$ cat config.mk
export PLATFORM = sky130hd
export DESIGN_NAME = camera_reg_sequencer_flat
export DESIGN_NICKNAME = d
export VERILOG_FILES = /design/src/rtl/camera_reg_sequencer_pkg.sv /design/src/rtl/camera_reg_sequencer_if.sv /design/src/rtl/camera_reg_sequencer_gap_timer.sv /design/src/rtl/camera_reg_sequencer.sv /design/src/flat_wrapper.sv
export SDC_FILE = /design/constraint.sdc
export NUM_CORES = 1
export LEC_CHECK = 0
export BUFFER_PORTS_ARGS = -buffer_cell sky130_fd_sc_hd__buf_4
export CAP_MARGIN = 20
export CORE_MARGIN = 4
export CORE_UTILIZATION = 25
export DETAILED_ROUTE_END_ITERATION = 6
export SYNTH_ARGS = -nofsm -noshare
export SYNTH_HDL_FRONTEND = slang
export SYNTH_SLANG_ARGS = --single-unit
$ cat constraint.sdc
create_clock -name clk -period 3.5 [get_ports clk]
set_clock_uncertainty 0.2 [all_clocks]
set_input_delay 0.175 -clock clk [delete_from_list [all_inputs] [get_ports clk]]
set_output_delay 0.175 -clock clk [all_outputs]
set_load 0.01 [all_outputs]
$ cat src/rtl/camera_reg_sequencer_pkg.sv
// Shared definitions for the camera register sequencer.
//   state_e       : sequencer FSM states (verify states only reached when
//                   CAM_SEQ_VERIFY_EN is defined)
//   END_MARKER    : table sub-address value that terminates the table
//   I2C_WRITE/READ: values of the rw bit, also the LSB of the bus address
package cam_pkg;

    typedef enum logic [3:0] {
        ST_IDLE,
        ST_FETCH,
        ST_ISSUE,
        ST_WAIT_BUSY,
        ST_WAIT_DONE,
        ST_CHECK,
        ST_GAP,
        ST_DONE,
        ST_ERROR,
        ST_VERIFY_ISSUE,
        ST_VERIFY_WAIT_BUSY,
        ST_VERIFY_WAIT_DONE
    } state_e;

    localparam logic [7:0] END_MARKER = 8'hFF;
    localparam logic       I2C_WRITE  = 1'b0;
    localparam logic       I2C_READ   = 1'b1;

    // Bus address for a transfer: device address with the rw bit OR-ed in.
    function automatic logic [7:0] bus_addr(input logic [7:0] dev, input logic rw);
        return dev | {7'd0, rw};
    endfunction

endpackage

$ cat src/rtl/camera_reg_sequencer_if.sv
// Request/response bundle between the sequencer and an I2C byte master.
//   ena      : transaction request (sequencer -> master)
//   rw       : 0 = write, 1 = read
//   addr     : device bus address
//   sub_addr : register address
//   data_wr  : write data
//   data_rd  : read data (master -> sequencer)
//   busy     : master busy
//   ack_err  : NACK flag, valid when busy falls
interface camera_reg_sequencer_if;

    logic       ena;
    logic       rw;
    logic [7:0] addr;
    logic [7:0] sub_addr;
    logic [7:0] data_wr;
    logic [7:0] data_rd;
    logic       busy;
    logic       ack_err;

    modport master (
        output ena, rw, addr, sub_addr, data_wr,
        input  data_rd, busy, ack_err
    );

    modport slave (
        input  ena, rw, addr, sub_addr, data_wr,
        output data_rd, busy, ack_err
    );

endinterface

$ cat src/rtl/camera_reg_sequencer_gap_timer.sv
// cam_gap_timer: down-counter used for the idle gap between table entries.
//   clk     : clock, rising edge
//   rst     : synchronous active-low reset (counter cleared)
//   load    : reload the counter with GAP_CYCLES
//   expired : high while the counter is zero
module cam_gap_timer #(
    parameter int unsigned GAP_CYCLES = 1000
) (
    input  logic clk,
    input  logic rst,
    input  logic load,
    output logic expired
);

    // A zero-length gap still needs a one-bit counter.
    localparam int unsigned CNT_W = (GAP_CYCLES > 0) ? $clog2(GAP_CYCLES + 1) : 1;
    localparam logic [CNT_W-1:0] LOAD_VAL = CNT_W'(GAP_CYCLES);

    logic [CNT_W-1:0] cnt_q;
    logic [CNT_W-1:0] cnt_d;

    always_comb begin
        cnt_d = cnt_q;
        if (load) begin
            cnt_d = LOAD_VAL;
        end else if (cnt_q != '0) begin
            cnt_d = cnt_q - 1'b1;
        end
    end

    always_ff @(posedge clk) begin
        if (!rst) begin
            cnt_q <= '0;
        end else begin
            cnt_q <= cnt_d;
        end
    end

    always_comb expired = (cnt_q == '0);

endmodule

$ cat src/rtl/camera_reg_sequencer.sv
// camera_reg_sequencer: walks a register table and writes each entry to a
// camera sensor through an I2C byte master, with per-entry retry and an idle
// gap after every successful entry.
//   clk, rst      : clock and synchronous active-low reset
//   start         : one-cycle pulse, accepted in IDLE/DONE/ERROR
//   tbl_idx       : table read index
//   tbl_sub_addr  : table register address (valid one cycle after tbl_idx)
//   tbl_data      : table register value  (valid one cycle after tbl_idx)
//   i2c           : master side of camera_reg_sequencer_if
//   done / error  : sticky completion / abort flags, cleared by start
//   err_idx       : index of the entry that exhausted its retries
// Build option: define CAM_SEQ_VERIFY_EN to read back every write and treat a
// NACK or data mismatch on the read as a failed attempt.
module camera_reg_sequencer
    import cam_pkg::*;
#(
    parameter logic [7:0]  DEV_ADDR   = 8'h42,
    parameter int unsigned NUM_REGS   = 16,
    parameter int unsigned MAX_RETRY  = 3,
    parameter int unsigned GAP_CYCLES = 1000
) (
    input  logic                          clk,
    input  logic                          rst,
    input  logic                          start,
    output logic [7:0]                    tbl_idx,
    input  logic [7:0]                    tbl_sub_addr,
    input  logic [7:0]                    tbl_data,
    camera_reg_sequencer_if.master        i2c,
    output logic                          done,
    output logic                          error,
    output logic [7:0]                    err_idx
);

    localparam logic [7:0] LAST_IDX  = 8'(NUM_REGS - 1);
    localparam logic [3:0] RETRY_MAX = 4'(MAX_RETRY);

    state_e     state_q,     state_d;
    logic [7:0] tbl_idx_q,   tbl_idx_d;
    logic [3:0] retry_q,     retry_d;
    logic       ena_q,       ena_d;
    logic       rw_q,        rw_d;
    logic [7:0] addr_q,      addr_d;
    logic [7:0] sub_addr_q,  sub_addr_d;
    logic [7:0] data_wr_q,   data_wr_d;
    logic       done_q,      done_d;
    logic       error_q,     error_d;
    logic [7:0] err_idx_q,   err_idx_d;
    logic       fail_q,      fail_d;
    logic       gap_load;
    logic       gap_expired;

    cam_gap_timer #(
        .GAP_CYCLES(GAP_CYCLES)
    ) u_gap (
        .clk    (clk),
        .rst    (rst),
        .load   (gap_load),
        .expired(gap_expired)
    );

    always_comb begin
        state_d    = state_q;
        tbl_idx_d  = tbl_idx_q;
        retry_d    = retry_q;
        ena_d      = ena_q;
        rw_d       = rw_q;
        addr_d     = addr_q;
        sub_addr_d = sub_addr_q;
        data_wr_d  = data_wr_q;
        done_d     = done_q;
        error_d    = error_q;
        err_idx_d  = err_idx_q;
        fail_d     = fail_q;
        gap_load   = 1'b0;

        unique case (state_q)
            ST_IDLE, ST_DONE, ST_ERROR: begin
                if (start) begin
                    state_d   = ST_FETCH;
                    tbl_idx_d = '0;
                    retry_d   = '0;
                    done_d    = 1'b0;
                    error_d   = 1'b0;
                    err_idx_d = '0;
                end
            end

            // Table data lags tbl_idx by a cycle, so it is first usable in ISSUE.
            ST_FETCH: state_d = ST_ISSUE;

            // End marker is examined here, the first cycle the entry is valid;
            // retries of the same entry come back through this check harmlessly.
            ST_ISSUE: begin
                if (tbl_sub_addr == END_MARKER) begin
                    state_d = ST_DONE;
                    done_d  = 1'b1;
                end else if (!i2c.busy) begin
                    sub_addr_d = tbl_sub_addr;
                    data_wr_d  = tbl_data;
                    rw_d       = I2C_WRITE;
                    addr_d     = bus_addr(DEV_ADDR, I2C_WRITE);
                    ena_d      = 1'b1;
                    state_d    = ST_WAIT_BUSY;
                end
            end

            ST_WAIT_BUSY: begin
                if (i2c.busy) begin
                    ena_d   = 1'b0;
                    state_d = ST_WAIT_DONE;
                end
            end

            ST_WAIT_DONE: begin
                if (!i2c.busy) begin
                    fail_d  = i2c.ack_err;
                    state_d = ST_CHECK;
                end
            end

            // Retry count is cleared only once the whole entry (write and,
            // when enabled, read-back) has succeeded.
            ST_CHECK: begin
                if (fail_q) begin
                    if (retry_q < RETRY_MAX) begin
                        retry_d = retry_q + 4'd1;
                        state_d = ST_ISSUE;
                    end else begin
                        err_idx_d = tbl_idx_q;
                        error_d   = 1'b1;
                        state_d   = ST_ERROR;
                    end
`ifdef CAM_SEQ_VERIFY_EN
                end else if (rw_q == I2C_WRITE) begin
                    state_d = ST_VERIFY_ISSUE;
`endif
                end else begin
                    retry_d  = '0;
                    gap_load = 1'b1;
                    state_d  = ST_GAP;
                end
            end

            ST_GAP: begin
                if (gap_expired) begin
                    if (tbl_idx_q == LAST_IDX) begin
                        done_d  = 1'b1;
                        state_d = ST_DONE;
                    end else begin
                        tbl_idx_d = tbl_idx_q + 8'd1;
                        state_d   = ST_FETCH;
                    end
                end
            end

`ifdef CAM_SEQ_VERIFY_EN
            ST_VERIFY_ISSUE: begin
                if (!i2c.busy) begin
                    rw_d    = I2C_READ;
                    addr_d  = bus_addr(DEV_ADDR, I2C_READ);
                    ena_d   = 1'b1;
                    state_d = ST_VERIFY_WAIT_BUSY;
                end
            end

            ST_VERIFY_WAIT_BUSY: begin
                if (i2c.busy) begin
                    ena_d   = 1'b0;
                    state_d = ST_VERIFY_WAIT_DONE;
                end
            end

            ST_VERIFY_WAIT_DONE: begin
                if (!i2c.busy) begin
                    fail_d  = i2c.ack_err | (i2c.data_rd != data_wr_q);
                    state_d = ST_CHECK;
                end
            end
`endif

            default: state_d = ST_IDLE;
        endcase
    end

    always_ff @(posedge clk) begin
        if (!rst) begin
            state_q    <= ST_IDLE;
            tbl_idx_q  <= '0;
            retry_q    <= '0;
            ena_q      <= 1'b0;
            rw_q       <= I2C_WRITE;
            addr_q     <= DEV_ADDR;
            sub_addr_q <= '0;
            data_wr_q  <= '0;
            done_q     <= 1'b0;
            error_q    <= 1'b0;
            err_idx_q  <= '0;
            fail_q     <= 1'b0;
        end else begin
            state_q    <= state_d;
            tbl_idx_q  <= tbl_idx_d;
            retry_q    <= retry_d;
            ena_q      <= ena_d;
            rw_q       <= rw_d;
            addr_q     <= addr_d;
            sub_addr_q <= sub_addr_d;
            data_wr_q  <= data_wr_d;
            done_q     <= done_d;
            error_q    <= error_d;
            err_idx_q  <= err_idx_d;
            fail_q     <= fail_d;
        end
    end

    assign tbl_idx      = tbl_idx_q;
    assign i2c.ena      = ena_q;
    assign i2c.rw       = rw_q;
    assign i2c.addr     = addr_q;
    assign i2c.sub_addr = sub_addr_q;
    assign i2c.data_wr  = data_wr_q;
    assign done         = done_q;
    assign error        = error_q;
    assign err_idx      = err_idx_q;

endmodule
$ cat src/flat_wrapper.sv
// flat-port wrapper written by rule: the top's interface ports become plain ports
module camera_reg_sequencer_flat import cam_pkg::*;
#(
    parameter logic [7:0]  DEV_ADDR   = 8'h42,
    parameter int unsigned NUM_REGS   = 16,
    parameter int unsigned MAX_RETRY  = 3,
    parameter int unsigned GAP_CYCLES = 1000
)
  (clk, rst, start, tbl_idx, tbl_sub_addr, tbl_data, done, error, err_idx, i2c_ena, i2c_rw, i2c_addr, i2c_sub_addr, i2c_data_wr, i2c_data_rd, i2c_busy, i2c_ack_err);
  camera_reg_sequencer_if i2c_i ();
  input  logic clk;
  input  logic rst;
  input  logic start;
  output logic [7:0] tbl_idx;
  input  logic [7:0] tbl_sub_addr;
  input  logic [7:0] tbl_data;
  output logic done;
  output logic error;
  output logic [7:0] err_idx;
  output wire logic [$bits(i2c_i.ena)-1:0] i2c_ena;
  output wire logic [$bits(i2c_i.rw)-1:0] i2c_rw;
  output wire logic [$bits(i2c_i.addr)-1:0] i2c_addr;
  output wire logic [$bits(i2c_i.sub_addr)-1:0] i2c_sub_addr;
  output wire logic [$bits(i2c_i.data_wr)-1:0] i2c_data_wr;
  input wire logic [$bits(i2c_i.data_rd)-1:0] i2c_data_rd;
  input wire logic [$bits(i2c_i.busy)-1:0] i2c_busy;
  input wire logic [$bits(i2c_i.ack_err)-1:0] i2c_ack_err;
  assign i2c_ena = i2c_i.ena;
  assign i2c_rw = i2c_i.rw;
  assign i2c_addr = i2c_i.addr;
  assign i2c_sub_addr = i2c_i.sub_addr;
  assign i2c_data_wr = i2c_i.data_wr;
  assign i2c_i.data_rd = i2c_data_rd;
  assign i2c_i.busy = i2c_busy;
  assign i2c_i.ack_err = i2c_ack_err;
  camera_reg_sequencer #(.DEV_ADDR(DEV_ADDR), .NUM_REGS(NUM_REGS), .MAX_RETRY(MAX_RETRY), .GAP_CYCLES(GAP_CYCLES)) u_core (.clk(clk), .rst(rst), .start(start), .tbl_idx(tbl_idx), .tbl_sub_addr(tbl_sub_addr), .tbl_data(tbl_data), .i2c(i2c_i), .done(done), .error(error), .err_idx(err_idx));
endmodule
-- Word level (Yosys, flattened, before mapping)
Index checks and enable logic that the tools add are counted.
- register bits: 54
- input bits: 29
- logic and storage cells: 97
- add/subtract/negate cells: 3
- order comparisons: 1
- equality and inequality tests: 23
- mux-type cells: 37
- bitwise gates (word level): 3
- reductions and logical operators: 18
- operator list (cell ; count):
    $mux 4 ; 11
    $mux 8 ; 5
    $pmux 8 s2 ; 2
    $pmux 4 s7 ; 1
    $mux 10 ; 2
    $eq 4x3->1 const B ; 4
    $ne 2x2->1 const B ; 7
    $reduce_and 4->1 ; 3
    $mux 1 ; 11
    $logic_not 10->1 ; 1
    $reduce_and 5->1 ; 2
    $reduce_bool 10->1 ; 1
    $sub 10x1->10 const B ; 1
    $add 8x1->8 const B ; 1
    $eq 4x2->1 const B ; 2
    $eq 8x4->1 const B ; 1
    $eq 8x8->1 const B ; 1
    $ne 2x1->1 const B ; 4
    $pmux 4 s2 ; 1
    $reduce_bool 2->1 ; 4
    $reduce_and 3->1 ; 2
    $add 4x1->4 const B ; 1
    $eq 4x1->1 const B ; 1
    $eq 4x4->1 const B ; 1
    12 further kinds ; 15

-- Depth between registers and ports, before layout
Gate-level depths: netlist of run 1.
- depth after elaboration: 4
- gate-level depth with buffers: 7

-- Modules after synthesis
A second synthesis of run 1 with hierarchy kept.
- cells, all modules: 287
- area, all modules: 2653.8 µm²
- modules (own cells, without submodules) (module ; times used ; cells an instance ; area each (µm²) ; seq. area each (µm²)):
    camera_reg_sequencer ; 1 ; 230 ; 2135.8 ; 880.8
    cam_gap_timer ; 1 ; 57 ; 518.0 ; 200.2

-- Least setup slack after synthesis of run 1
OpenSTA, ideal clock, no wires.
- kind: reg-to-reg
- from: reg u_core.tbl_idx_q[0], in the netlist u_core.tbl_idx[0]
- to: reg u_core.tbl_idx_q[6], in the netlist u_core.tbl_idx[6]
- library setup time: 0.119 ns
- data arrival time: 1.727 ns
- path slack: 1.454 ns
- cell stages (with the launch flop): 8
- period minus slack after synthesis: 2.046 ns
- cell sequence: dfxtp_1 ha_1 and3_1 buf_2 a21bo_4 a221oi_4 nand4_1 mux2i_1
- word-level cells in the longest chain between the ends: 4
- elaborated cells between the ends (all ways): 7
- RTL lines (what ; line ; text):
    start, declared ; camera_reg_sequencer.sv:38 ; logic [7:0] tbl_idx_q, tbl_idx_d;
    start signal, assigned ; camera_reg_sequencer.sv:201 ; tbl_idx_q <= tbl_idx_d;
    $add 8x1->8 ; camera_reg_sequencer.sv:150 ; tbl_idx_d = tbl_idx_q + 8'd1;
    $mux 8 ; camera_reg_sequencer.sv:146 ; if (tbl_idx_q == LAST_IDX) begin
    $mux 8 ; camera_reg_sequencer.sv:145 ; if (gap_expired) begin
    $pmux 8 s2 ; camera_reg_sequencer.sv:76 ; unique case (state_q)
Parallel ways exist; a longest one is shown, timed or not. The select of a mux whose other input is x is not followed.
A chain may end at the register's enable or synchronous reset.

-- Worst setup path in the final report of run 1
- from: reg u_core.state_q[0]
- to: reg u_core.err_idx_q[4], in the netlist u_core.err_idx[4]
- word-level cells in the longest chain between the ends: 4
- elaborated cells between the ends (all ways): 11
- RTL lines (what ; line ; text):
    start, declared ; camera_reg_sequencer.sv:37 ; state_e state_q, state_d;
    start signal, assigned ; camera_reg_sequencer.sv:200 ; state_q <= state_d;
    $eq 4x3->1, or another cell as far along ; camera_reg_sequencer.sv:76 ;
    $reduce_or 3->1 ; camera_reg_sequencer.sv:76 ;
    $ne 2x2->1 (no line) / $reduce_bool 2->1 (equally long branches) ; - ;
    $reduce_and 4->1 (no line) ; - ;
    end signal, assigned ; camera_reg_sequencer.sv:210 ; err_idx_q <= err_idx_d;
    end, declared ; camera_reg_sequencer.sv:47 ; logic [7:0] err_idx_q, err_idx_d;
Parallel ways exist; a longest one is shown, timed or not.

==> results of run 1 <==
-- per-layer routing --
| layer | wire length, µm | share of wire [%] | global-route usage (%) |
|---|---|---|---|
| met5 | 0 | 0 | 0 |
| met3 | 334 | 5.3 | 3.05 |
| met1 | 2760 | 44 | 12.3 |
| met2 | 3090 | 49 | 18.6 |
| met4 | 91 | 1.4 | 3.56 |
-- kinds of logic (layout without fill, tap and decap cells) --
family	after synthesis	in the layout	share of synthesized area, %
AO/OA/AOI/OAI	49	49	13.9
XOR/XNOR	5	5	1.69
adder cells (fa/ha/maj)	3	3	1.45
buffers and inverters	30	90	6.17
flip-flops	54	54	41.7
multiplexers	27	27	10.4
other	2	9	0.290
AND/OR/NAND/NOR	117	117	24.4
-- sequential cells by signal, indices dropped and copies added (netlist names) --
signal / cells
u_core.u_gap.cnt_q: 10
u_core.err_idx: 8
u_core.i2c.data_wr: 8
u_core.i2c.sub_addr: 8
u_core.tbl_idx: 8
u_core.retry_q: 4
u_core.state_q: 4
u_core.done: 1
u_core.error: 1
u_core.fail_q: 1
u_core.i2c.ena: 1
-- final timing paths --
check	startpoint	endpoint	slack (ps)	depth (start not counted)
max	u_core.state_q[0]$_SDFFE_PN0P_	u_core.err_idx[4]$_SDFFE_PN0P_	1200	5
min	i2c_busy	u_core.i2c.ena$_SDFFE_PN0P_	30	3
max reg2reg	u_core.state_q[0]$_SDFFE_PN0P_	u_core.err_idx[4]$_SDFFE_PN0P_	1200	5
min reg2reg	u_core.done$_SDFFE_PN0P_	u_core.done$_SDFFE_PN0P_	280	1
-- layout make-up --
cell class	instances	area share (%)
sequential	54	32.0
timing repair buffer	75	18.0
clock buffer	5	2.04
tap	133	4.93
clock inverter	3	1.30
multi-input combinational	210	40.9
inverter	7	0.779
-- power groups by stage --
stage	logic [µW]	clock network (µW)	registers [µW]
2_1_floorplan	606	0	794
6_report	780	426	815
4_1_cts	783	442	813
3_3_place_gp	749	0	821
5_1_grt	877	462	830
3_5_place_dp	764	0	826
-- worst register-to-register path: stages (launching register included) --
cell,delay (ps)
dfxtp_1,640
and4bb_2,370
and3_1,450
nor2_1,250
a22oi_1,210
nor2_1,60
-- stage by stage --
stage	hold WS (ps)	setup slack (ps)	std cells	total power, µW
2_1_floorplan	119	1450	294	1400
3_3_place_gp	206	1270	461	1570
3_5_place_dp	214	1250	461	1590
4_1_cts	18.5	1220	487	2040
5_1_grt	39.0	1040	487	2170
6_report	32.1	1200	487	2020
-- cells in the mapped netlist (2+ instances only) --
| library cell | instances | area share, % |
|---|---|---|
| dfxtp_1 | 54 | 42 |
| or4_1 | 2 | 0.58 |
| ha_1 | 3 | 1.4 |
| nand3_1 | 4 | 0.77 |
| and2_2 | 2 | 0.58 |
| buf_2 | 5 | 0.96 |
| nand2b_1 | 3 | 0.72 |
| a22oi_1 | 8 | 2.3 |
| and3_1 | 7 | 1.7 |
| or3_1 | 10 | 2.4 |
| nand2_1 | 18 | 2.6 |
| buf_4 | 9 | 2.6 |
| o211ai_1 | 3 | 0.87 |
| nand4b_1 | 3 | 1.0 |
| o31ai_1 | 3 | 0.87 |
| clkbuf_1 | 8 | 1.2 |
| nor2_1 | 42 | 6.1 |
| xnor2_1 | 5 | 1.7 |
| conb_1 | 2 | 0.29 |
| nor3_1 | 7 | 1.4 |
| nor2b_1 | 3 | 0.72 |
| a21oi_1 | 14 | 2.7 |
| inv_1 | 7 | 1.0 |
| nand4_1 | 5 | 1.2 |
| o21ai_0 | 5 | 0.96 |
| mux2i_1 | 27 | 10 |
==> impl.org, run 1 <==
** Outcome
- The flow ran to the end, and the final reports show no timing, DRC or antenna violations.

** Yosys
- Synthesis inferred 54 register bits.
- The Yosys step of the flow raised 0 warnings.
- Post-synth EDFFs :: 0
- Mean post-synth cell area :: 9.04 µm²
- The most used flip-flop cell after synthesis is dfxtp_1.
- In this run the cell area of the synthesized design comes to ~2600 µm².
- Post-synthesis instance total :: 287
- Proportion of synthesized chip area in sequential cells :: approximately two fifths
- Count of different cell masters after synthesis :: 54
- In the synthesized netlist the async set-or-reset flop fraction comes to 0%.

** Final layout
- 0 antenna diodes ended up in the layout.
- Area occupied by registers :: between 1000 and 1500 µm²
- Of the cells placed in the final design, the portion with a size suffix greater than 1 is between 20% and 30%.
- Summing all multi-input logic gate instances after layout gives 1380 µm².
- Once layout is complete, the utilization of the core stands at 33.9%.
- The filler cells instantiated in the layout total 1,005.
- The library cell used most frequently in the layout, excluding fill and tap cells, is buf_4.
- From synthesis to final layout, the design area changed by 30.1%.
- Summing all non-filler instances in the final layout gives an area of ~3400 µm².
- In the layout the commonest cells are buf_4 (57), dfxtp_1 (54), nor2_1 (42), mux2i_1 (27).
- For this run, the post-layout net count is 385.

** Setup path
- The worst setup path is of the reg2reg kind.
- For the worst setup path, the data required time is 3490 ps.
- At the worst endpoint, the arrival time is 2280 ps.
- Biggest fanout along the worst timing path :: 15
- In this design, the stage delay of the slowest critical-path cell is 640 ps.
- Crit path max-delay family :: simple AND/OR/NAND/NOR gates
- Among all stages on the critical path, the largest delay is contributed by dfxtp_1.
- Among the stages of the critical path, the cell type that occurs most often is nor2_1.
- STA classifies the critical path endpoint as a register.
- Sort of element at the start of the critical path :: register
- Bufs and invs on worst path :: 0
- The signal on the critical path passes through and4bb_2 > and3_1 > nor2_1 > a22oi_1 > nor2_1.

** Power
- In this run, flip-flops and latches consume 40.3% of the power.
- Switching power :: 733 µW
- VDD sags by at most 229 µV.
- The clock network accounts for 21.1% of the total power.
- Share of total power in combinational logic :: between 30% and 40%
- Pwr per Cell Area :: 599 nW/µm²
- The internal portion of the total power is between 1000 and 1500 µW.
- Summed over all cells, the static leakage comes to 0.00154 µW.
- Switching Share :: about 36%

** Timing
- The worst path in the final design needs a cycle of 2300 ps, including I/O delays and setup.
- # setup viols final :: 0
- Setup Total Neg Slack :: 0 ps
- Unrepaired setup endpoints after global routing :: false
- For this run, the top clock speed supported by timing is 436 MHz.
- Rel. slew slack :: between 50% and 60%
- Max Transition Viols Final :: 0
- The final critical path takes up 65.6% of the cycle.
- At the pin with the least slew margin, the transition time is 661 ps.
- Final hold vios :: 0

** Routing
- After detailed routing, the number of remaining DRC violations is 0.
- Number of detailed-route iterations in the first pass :: 4
- Total number of vias :: 2,221
- In the routed layout, each cell is associated on average with a via count of 4.56.
- Final ANT Viol Nets :: 0
- Number of design-rule violations left by the first detailed-router iteration :: 100
- Routed len/inst :: roughly 13 µm
- The final layout contains routed wiring with a total length of 6280 µm.

** Place
- Once detailed placement completed, the half-perimeter wirelength came to ~4300 µm.
- The congestion estimate from routability-driven global placement came to about 0.77.
- Post-DP Area :: approximately 3100 µm²
- In this run the tool buffered the top-level ports with 55 buffer cells.

** Global routing
- Global-route wire length before repair :: roughly 10,000 µm
- Summed over all layers, the global routing overflow is 0.
- Pin count of the biggest net entering global routing :: 43
- For this run, the total global-route usage over all layers was measured as 10.6%.
- Via count of the first global-routing pass :: 2,131
- The number of antenna violations at the first check in global routing is 0.

** Die
- Floorplan die area :: 12,100 µm²
- After floorplanning, the core was divided into 36 placement rows.
- The die is 110 µm tall.
- Effective utilization at floorplan :: 26.1%
- The die is 110 µm wide.
- I/O pin count :: 73
- Area of the core :: around 10000 µm²

** Clock network
- Worst-Skew Late Latency :: just over 300 ps
- Gates resized during post-CTS repair numbered 0.
- The root buffer cell chosen for the clock tree is clkbuf_8.
- Number of setup buffers added after CTS :: 0
- Clock-pin slew was measured on the worst setup and hold paths at 110 ps.
- Total clock buffers created by CTS :: 5
- Total of hold buffers inserted after clock tree synthesis :: 18
- In this run the number of H-tree levels came out at 2.
- Number of sinks handled by clock tree synthesis :: 54
- Buffers from clock root to sink, at most :: 2
- Clock tree from TritonCTS :: yes

** Hold path
- The min-delay analysis places its worst path in the category in2reg.

** Job
- Across the run, the number of max-cap violations was 0.
Power figures use the tool's default switching activity.
==> run 2, diff against run 1 <==
Settings changed: ABC_AREA from default to 1.
Clock period 3.5 ns to 2 ns, I/O delays scaled along.
==> impl.org, run 2 <==
** Outcome
- Result of the run: complete, but fails checks (was complete, no violations).
- Violated checks :: negative hold slack

** Routing
- The wire length on met2 was 3620 µm (was 3090 µm).
- The post-route met1 wirelength came to 3120 µm (was 2760 µm).
- Via-to-Cell Ratio :: 4.38 (was 4.56)
- Top layer in use :: met4 (unchanged)
- Wire length on met3 :: 195 µm (was 334 µm)
- The wire length reported by the detailed router is 7090 µm (was 6280 µm).
- The DRC violation count after routing came to 0 (unchanged).
- The total number of vias is 2,663 (was 2,221).
- Routed len/inst :: 11.7 µm (was 12.9 µm)
- The number of search-and-repair iterations in the first detailed-routing pass came to 4 (unchanged).
- The count of nets left with antenna violations after detail routing was 0 (unchanged).
- Number of design-rule violations left by the first detailed-router iteration :: 113 (was 100)

** Yosys
- The largest area contributor in the netlist is dfxtp_1 (unchanged).
- Cell area after synthesis :: 2750 µm² (was 2590 µm²)
- Synth warn :: 0 (unchanged)
- The fraction of post-synthesis cell area in the top cell type by area is 39.3% (was 41.7%).
- The number of distinct library cells after synthesis came to 35 (was 54).
- The number of enable-type register cells in the synthesized netlist is 0 (unchanged).
- The gate count after technology mapping is 389 (was 287).
- Mean post-synth cell area :: 7.06 µm² (was 9.04 µm²)
- Top-count cell post-synth :: nand2_1 (was dfxtp_1)
- Number of synthesized register bits :: 54 (unchanged)
- Top cells by instance count after synthesis :: nand2_1 (70), dfxtp_1 (54), a21oi_1 (43) (was dfxtp_1 (54), nor2_1 (42), mux2i_1 (27))
- Top area cells in the synthesized netlist: dfxtp_1 (39%), nand2_1 (9.6%), a21oi_1 (7.8%) (was dfxtp_1 (42%), mux2i_1 (10%), nor2_1 (6.1%)).
- FFs w/ async S/R, synth :: 0% (unchanged)
- The top flip-flop cell by instance count after synthesis was dfxtp_1 (unchanged).
- The sequential share of the synthesized area was 39.3% (was 41.7%).

** Power
- The total net switching power was 1740 µW (was 733 µW).
- Switching Share :: 42.9% (was 36.3%)
- Final total power :: 4050 µW (was 2020 µW)
- Share of total power in combinational logic :: 48.7% (was 38.6%)
- The part of the power in registers was 35.6% (was 40.3%).
- The cell-internal power came to 2310 µW (was 1290 µW).
- The worst vdd rail ir drop came to 424 µV (was 229 µV).
- The power density relative to cell area is 1110 nW/µm² (was 599 nW/µm²).
- Static power due to leakage :: 0.00157 µW (was 0.00154 µW)
- The fraction of power consumed by the clock network is 15.6% (was 21.1%).

** Global routing
- The final global-route overflow total was 0 (unchanged).
- Global-route wire length before repair :: 12,300 µm (was 10,300 µm)
- Antenna violations before repair :: 0 (unchanged)
- The pin count of the biggest net entering global routing was 34 (was 43).
- The aggregate global-route resource usage is 11.4% (was 10.6%).
- The via count of the first global-routing pass is 2,689 (was 2,131).

** Die
- The number of placement rows is 38 (was 36).
- Floorplan die area :: 12,700 µm² (was 12,100 µm²)
- Die Wd :: 113 µm (was 110 µm)
- The floorplan die height came to 113 µm (was 110 µm).
- Area of the core :: 10,800 µm² (was 9950 µm²)
- The top-level I/O count came to 73 (unchanged).
- Effective utilization at floorplan :: 25.5% (was 26.1%)

** Final layout
- Most used cells in the layout excluding fill and tap cells: nand2_1 (70), buf_4 (65), dfxtp_1 (52), a21oi_1 (43), inv_1 (41) (was buf_4 (57), dfxtp_1 (54), nor2_1 (42), mux2i_1 (27)).
- The fraction of final layout cells with drive strength greater than 1 was 24.6% (was 22.6%).
- Inserted Diodes :: 0 (unchanged)
- The most common cell after layout, fill and taps aside is nand2_1 (was buf_4).
- Area occupied by registers :: 1080 µm² (about the same)
- The fill cell instance count of the final layout came to 1,137 (was 1,005).
- The register with the most flip-flops is u_core.u_gap.cnt_q (unchanged).
- The area of the multi-input gates was 1390 µm² (was 1380 µm²).
- The utilization after layout is 33.7% (was 33.9%).
- The layout overhead on the synthesized area was 32.4% (was 30.1%).
- Flip-flop count of the largest register after layout :: 10 (unchanged)
- The net count of the finished layout came to 499 (was 385).

** Timing
- The number of failing hold endpoints at the final stage was 1 (was 0).
- Max Transition Viols Final :: 0 (unchanged)
- The worst hold slack is -4.98 ps (was 32.1 ps).
- The maximum operating frequency is 533 MHz (was 436 MHz).
- Share of the cycle needed by the critical path after routing :: 93.7% (was 65.6%)
- # setup viols final :: 0 (unchanged)
- The time the final worst path needs with I/O delays and setup is 1870 ps (was 2300 ps).

** Clock network
- Worst-Skew Late Latency :: 310 ps (about the same)
- The total clock buffers created by CTS is 5 (unchanged).
- Number of levels in the clock H-tree :: 2 (unchanged)
- The clock tree buffer depth was 2 (unchanged).
- The number of sinks on the clock net was 54 (unchanged).
- The CTS tree is yes (unchanged).
- The root buffer cell is clkbuf_8 (unchanged).
- The clock input transition at the sequential cells of the worst setup and hold paths came to 110 ps (about the same).

** Setup path
- Data required time of the worst path :: 2000 ps (was 3490 ps)
- The type of the setup path with the least slack is reg2reg (unchanged).
- Type of element capturing the critical path :: register (unchanged)
- The arrival time at the worst endpoint came to 1880 ps (was 2280 ps).
- Worst-case reg-to-reg path depth :: 9 (was 5)
- The startpoint kind of the worst setup timing path is a register (unchanged).
- Critical Path Source :: u_core.u_gap.cnt_q[0]$_SDFFE_PP0P_ (was u_core.state_q[0]$_SDFFE_PN0P_)
- The startpoint of the worst register-to-register path is u_core.u_gap.cnt_q[0]$_SDFFE_PP0P_ (was u_core.state_q[0]$_SDFFE_PN0P_).
- The largest fanout of any net on the critical path is 8 (was 15).

** Place
- Final weighted congestion in routability-driven placement :: 0.845 (was 0.773)
- The count of buffers inserted at the top-level ports is 55 (unchanged).
- The HPWL after detailed placement came to 5130 µm (was 4320 µm).

** Hold path
- Startpoint of the most critical hold path :: rst (was i2c_busy)
- Cell count of the worst hold path :: 3 (unchanged)
- The kind of path behind the tightest hold check is in2reg (unchanged).

** Job
- The count of max-cap constraint violations is 0 (unchanged).
## run 2: what timing repair did
item	in CTS	in global routing
hold endpoints to repair	17	0
resized for setup	0	6
buffers inserted	0	1
hold buffers	18	0
endpoints found under the setup margin	0	15
## run 2: metal layers
layer,vias up,global-route usage [%]
met1,1211,13.6
met5,-,0
li1,1395,-
met4,0,3.93
met3,14,1.71
met2,43,20.7
## run 2: final timing paths
check	endpoint	slack [ps]
max	u_core.state_q[0]$_SDFFE_PN0P_	130
min	u_core.retry_q[2]$_SDFFE_PN0P_	-5
min reg2reg	u_core.i2c.data_wr[0]$_SDFFE_PN0P_	250
max reg2reg	u_core.state_q[0]$_SDFFE_PN0P_	130
## run 2: worst max-delay path, cell delays in order, from the launching register on
cell and delay (ps):
dfxtp_1 330, inv_1 130, ha_4 180, nand2_1 90, nor2_4 140, nand3_2 150, a21oi_4 300, nand2_2 90
nor2_1 110, nor2_2 50
## run 2: cells by family (layout without fill, tap and decap cells)
logic type | count (synthesis) | count (layout) | synth area share, %
AOI/OAI and AO/OA | 75 | 75 | 14.6
xor gates and xnor gates | 3 | 3 | 0.956
adders and majority gates | 3 | 3 | 1.37
buffers and inverters | 73 | 145 | 11.8
DFF | 54 | 54 | 39.3
other | 2 | 9 | 0.273
and+or+nand+nor | 179 | 179 | 31.6
## run 2: layout make-up
cell class / instances / share of cell area (%)
multi-input combinational: 269 / 38.3
sequential: 54 / 29.8
clock buffer: 5 / 1.89
timing repair buffer: 84 / 18.9
clock inverter: 3 / 0.654
tap: 140 / 4.82
inverter: 53 / 5.68
## run 2: per-stage QoR
step	area, µm²	TNS, ps	setup slack [ps]	hold WS (ps)	instances
2_1_floorplan	2770	0	304	38.4	396
3_3_place_gp	3330	0	139	167	581
3_5_place_dp	3330	0	111	176	581
4_1_cts	3600	0	62.8	0.157	607
5_1_grt	3640	-59.4	-18.2	40.7	608
6_report	3640	0	125	-4.98	608
## run 2: power by group through the flow
stage	clock [µW]	sequential (µW)	combinational, µW
2_1_floorplan	0	1480	1330
3_3_place_gp	0	1440	1830
3_5_place_dp	0	1450	1880
4_1_cts	668	1430	1920
5_1_grt	691	1470	2230
6_report	634	1440	1970
==> run 3, diff against run 2 <==
Settings changed: CORE_UTILIZATION 25 to 47, PLACE_DENSITY from default to 0.75.
==> impl.org, run 3 (synthesis gave the netlist of run 2 again) <==
** Routing
- The number of search-and-repair iterations in the first detailed-routing pass came to 4 (unchanged).
- The routed wirelength normalized by instance count came to 12.6 µm (was 11.7 µm).
- Total number of vias :: 2,695 (was 2,663)
- Number of design-rule violations left by the first detailed-router iteration :: 145 (was 113)
- Via-to-Cell Ratio :: 4.97 (was 4.38)
- The count of nets left with antenna violations after detail routing was 0 (unchanged).
- Routed Wire Length :: 6840 µm (was 7090 µm)
- The DRC violation count after routing was 0 (unchanged).

** Outcome
- Result of the run: complete, no violations (was complete, but fails checks).

** Setup path
- Critical Path Source :: u_core.state_q[2]$_SDFFE_PN0P_ (was u_core.u_gap.cnt_q[0]$_SDFFE_PP0P_)
- Capture point of the worst reg-to-reg path :: u_core.fail_q$_SDFFE_PN0P_ (was u_core.state_q[0]$_SDFFE_PN0P_)
- The type of the setup path with the least slack was reg2reg (unchanged).
- The internal reg-to-reg setup slack came to 90 ps (was 130 ps).
- Worst R2R Start :: u_core.state_q[2]$_SDFFE_PN0P_ (was u_core.u_gap.cnt_q[0]$_SDFFE_PP0P_)
- The data required time of the worst path is 2010 ps (was 2000 ps).
- Data arrival time at the worst-slack endpoint :: 1920 ps (was 1880 ps)
- The cell count of the worst reg-to-reg path came to 8 (was 9).
- The critical path capture point type is a register (unchanged).
- Critical path's largest stage delay :: 580 ps (was 330 ps)
- The worst setup path endpoint was u_core.fail_q$_SDFFE_PN0P_ (was u_core.state_q[0]$_SDFFE_PN0P_).
- Cell-by-cell listing of the critical path :: inv_2 > nor2_4 > nand2_1 > inv_2 > nand2_1 > o21ai_0 > dlygate4sd3_1 > a21oi_1 (was inv_1 > ha_4 > nand2_1 > nor2_4 > nand3_2 > a21oi_4 > nand2_2 > nor2_1 > nor2_2)
- Biggest fanout along the worst timing path :: 3 (was 8)
- Sort of element at the start of the critical path :: register (unchanged)
- Max stage delay cell, worst path :: dlygate4sd3_1 (was dfxtp_1)

** Place
- Port Buffer Count :: 55 (unchanged)
- The HPWL after detailed placement is 4720 µm (was 5130 µm).
- Post-DP Area :: 3230 µm² (was 3330 µm²)
- The routability-driven placement congestion ratio came to 0.886 (was 0.845).

** Power
- The proportion of power drawn by combinational gates came to 46.9% (was 48.7%).
- The fraction of power consumed by the clock network was 18.1% (was 15.6%).
- The total net switching power is 1680 µW (was 1740 µW).
- The switching power share of the total is 40.8% (was 42.9%).
- Max rail drop VDD :: 657 µV (was 424 µV)
- The power density relative to cell area was 1150 nW/µm² (was 1110 nW/µm²).
- The part of the power in registers was 34.9% (was 35.6%).
- The leakage component of the power is 0.00159 µW (was 0.00157 µW).
- The cell-internal power is 2440 µW (was 2310 µW).

** Clock network
- The total clock buffers created by CTS is 5 (unchanged).
- CTS clk-pin slew, worst paths :: 90 ps (was 110 ps)
- Clock tree from TritonCTS :: yes (unchanged)
- The insertion delay to the later sink of the worst-skew pair came to 310 ps (about the same).
- The maximum level of the CTS H-tree is 2 (unchanged).
- The root buffer cell was clkbuf_8 (unchanged).
- Buffers from clock root to sink, at most :: 2 (unchanged)
- Number of sinks handled by clock tree synthesis :: 54 (unchanged)

** Die
- The area of the core region is 5570 µm² (was 10,800 µm²).
- Std cell rows :: 27 (was 38)
- The top-level I/O count is 73 (unchanged).
- Effective utilization at floorplan :: 49.3% (was 25.5%)
- The die width came to 84.5 µm (was 113 µm).
- The die outline area is 7130 µm² (was 12,700 µm²).
- The floorplan die height is 84.5 µm (was 113 µm).

** Final layout
- The net count of the finished layout was 502 (was 499).
- The number of flip-flops in the largest register came to 10 (unchanged).
- The register with the most flip-flops is u_core.u_gap.cnt_q (unchanged).
- Layout area overhead :: 30.3% (was 32.4%)
- Fraction of final layout cells with drive strength greater than 1 :: 24.5% (was 24.6%)
- The final antenna diode count was 0 (unchanged).
- Most used cells in the layout excluding fill and tap cells: nand2_1 (70), buf_4 (67), dfxtp_1 (52), a21oi_1 (43), inv_1 (41) (was nand2_1 (70), buf_4 (65), dfxtp_1 (52), a21oi_1 (43), inv_1 (41)).
- The most common cell after layout, fill and taps aside is nand2_1 (unchanged).
- The design area was 3580 µm² (was 3640 µm²).
- Fillcell total :: 492 (was 1,137)

** Hold path
- The kind of path behind the tightest hold check was in2reg (unchanged).

** Timing
- Highest achievable clock rate :: 523 MHz (was 533 MHz)
- The time the final worst path needs with I/O delays and setup came to 1910 ps (was 1870 ps).
- # setup viols final :: 0 (unchanged)
- The number of failing hold endpoints at the final stage is 0 (was 1).
- Worst hold slack :: 1.35 ps (was -4.98 ps)
- The final critical-path share of the clock period came to 95.7% (was 93.7%).
- The number of max-slew violations in the final report is 0 (unchanged).

** Job
- Max-Cap Viols :: 0 (unchanged)

** Global routing
- The global-route wire length before repair was 11,700 µm (was 12,300 µm).
- The pin count of the biggest net entering global routing was 33 (was 34).
- The via count of the first global-routing pass came to 2,586 (was 2,689).
- The number of antenna violations at the first check in global routing came to 0 (unchanged).
- Congestion Overflow GR :: 0 (unchanged)
- The aggregate global-route resource usage was 19.8% (was 11.4%).
## run 3: cell types whose count changed in the layout (fill, tap and decap cells not counted), sizes merged
cell | previous run | this run
clkbuf | 5 | 6
buf | 66 | 67
bufinv | 0 | 1
dlygate4sd3 | 18 | 20
inv | 52 | 51
clkinvlp | 2 | 0
## run 3: metal layers
| metal | share of wire [%] | wire [µm] | track usage [%] | up-vias |
|---|---|---|---|---|
| li1 | - | - | - | 1393 |
| met1 | 42 | 2910 | 24.0 | 1238 |
| met2 | 52 | 3540 | 34.4 | 46 |
| met3 | 2.6 | 180 | 3.73 | 18 |
| met4 | 3.1 | 210 | 7.91 | 0 |
| met5 | 0 | 0 | 0 | - |
## run 3: worst max-delay path, delay by kind of cell, from the launching register on
family,cells,cell delay (ps)
flops,1,380
buf+inv,3,720
simple gates,3,300
compound gates,2,200
## run 3: how the worst min path moves through the flow
stage / slack (ps) / startpoint / cells past startpoint / end
2_1_floorplan: 40 / rst / 2 / u_core.i2c.data_wr[5]$_SDFFE_PN0P_
3_3_place_gp: 160 / tbl_data[7] / 3 / u_core.i2c.data_wr[7]$_SDFFE_PN0P_
3_5_place_dp: 170 / tbl_data[0] / 3 / u_core.i2c.data_wr[0]$_SDFFE_PN0P_
4_1_cts: 20 / start / 4 / u_core.tbl_idx[1]$_SDFFE_PN0P_
5_1_grt: 30 / start / 4 / u_core.tbl_idx[1]$_SDFFE_PN0P_
6_report: 1 / start / 4 / u_core.tbl_idx[1]$_SDFFE_PN0P_
## run 3: power by group through the flow
stage | clock network [µW] | logic (µW) | registers, µW
2_1_floorplan | 0 | 1330 | 1480
3_3_place_gp | 0 | 1790 | 1450
3_5_place_dp | 0 | 1820 | 1460
4_1_cts | 763 | 1860 | 1430
5_1_grt | 812 | 2180 | 1470
6_report | 746 | 1930 | 1440
## run 3: area by class of cell
class / instances / area, µm² / area share, %
clock inverters: 1 / 30.0 / 0.839
well taps: 72 / 90.1 / 2.52
repair buffers: 87 / 703 / 19.6
inverters: 53 / 206 / 5.77
flip-flops and latches: 54 / 1080 / 30.3
clock buffers: 6 / 82.6 / 2.31
multi-input cells: 269 / 1380 / 38.7
## run 3: through the flow
step	setup TNS (ps)	power (µW)	cells	setup WS [ps]	util [%]
floorplan	0	2810	396	304	-
global route	-4.94	4460	542	-4.00	64.2
detailed placement	0	3280	513	92.9	58.0
global placement	0	3230	513	151	58.0
CTS	0	4060	540	73.6	63.6
finish	0	4120	542	86.2	64.2
## run 3: repair_timing
action | in CTS | in global routing
gates resized for setup | 0 | 5
endpoints found under the hold margin | 24 | 0
setup endpoints to repair | 0 | 15
setup buffers | 0 | 2
hold buffers | 20 | 0
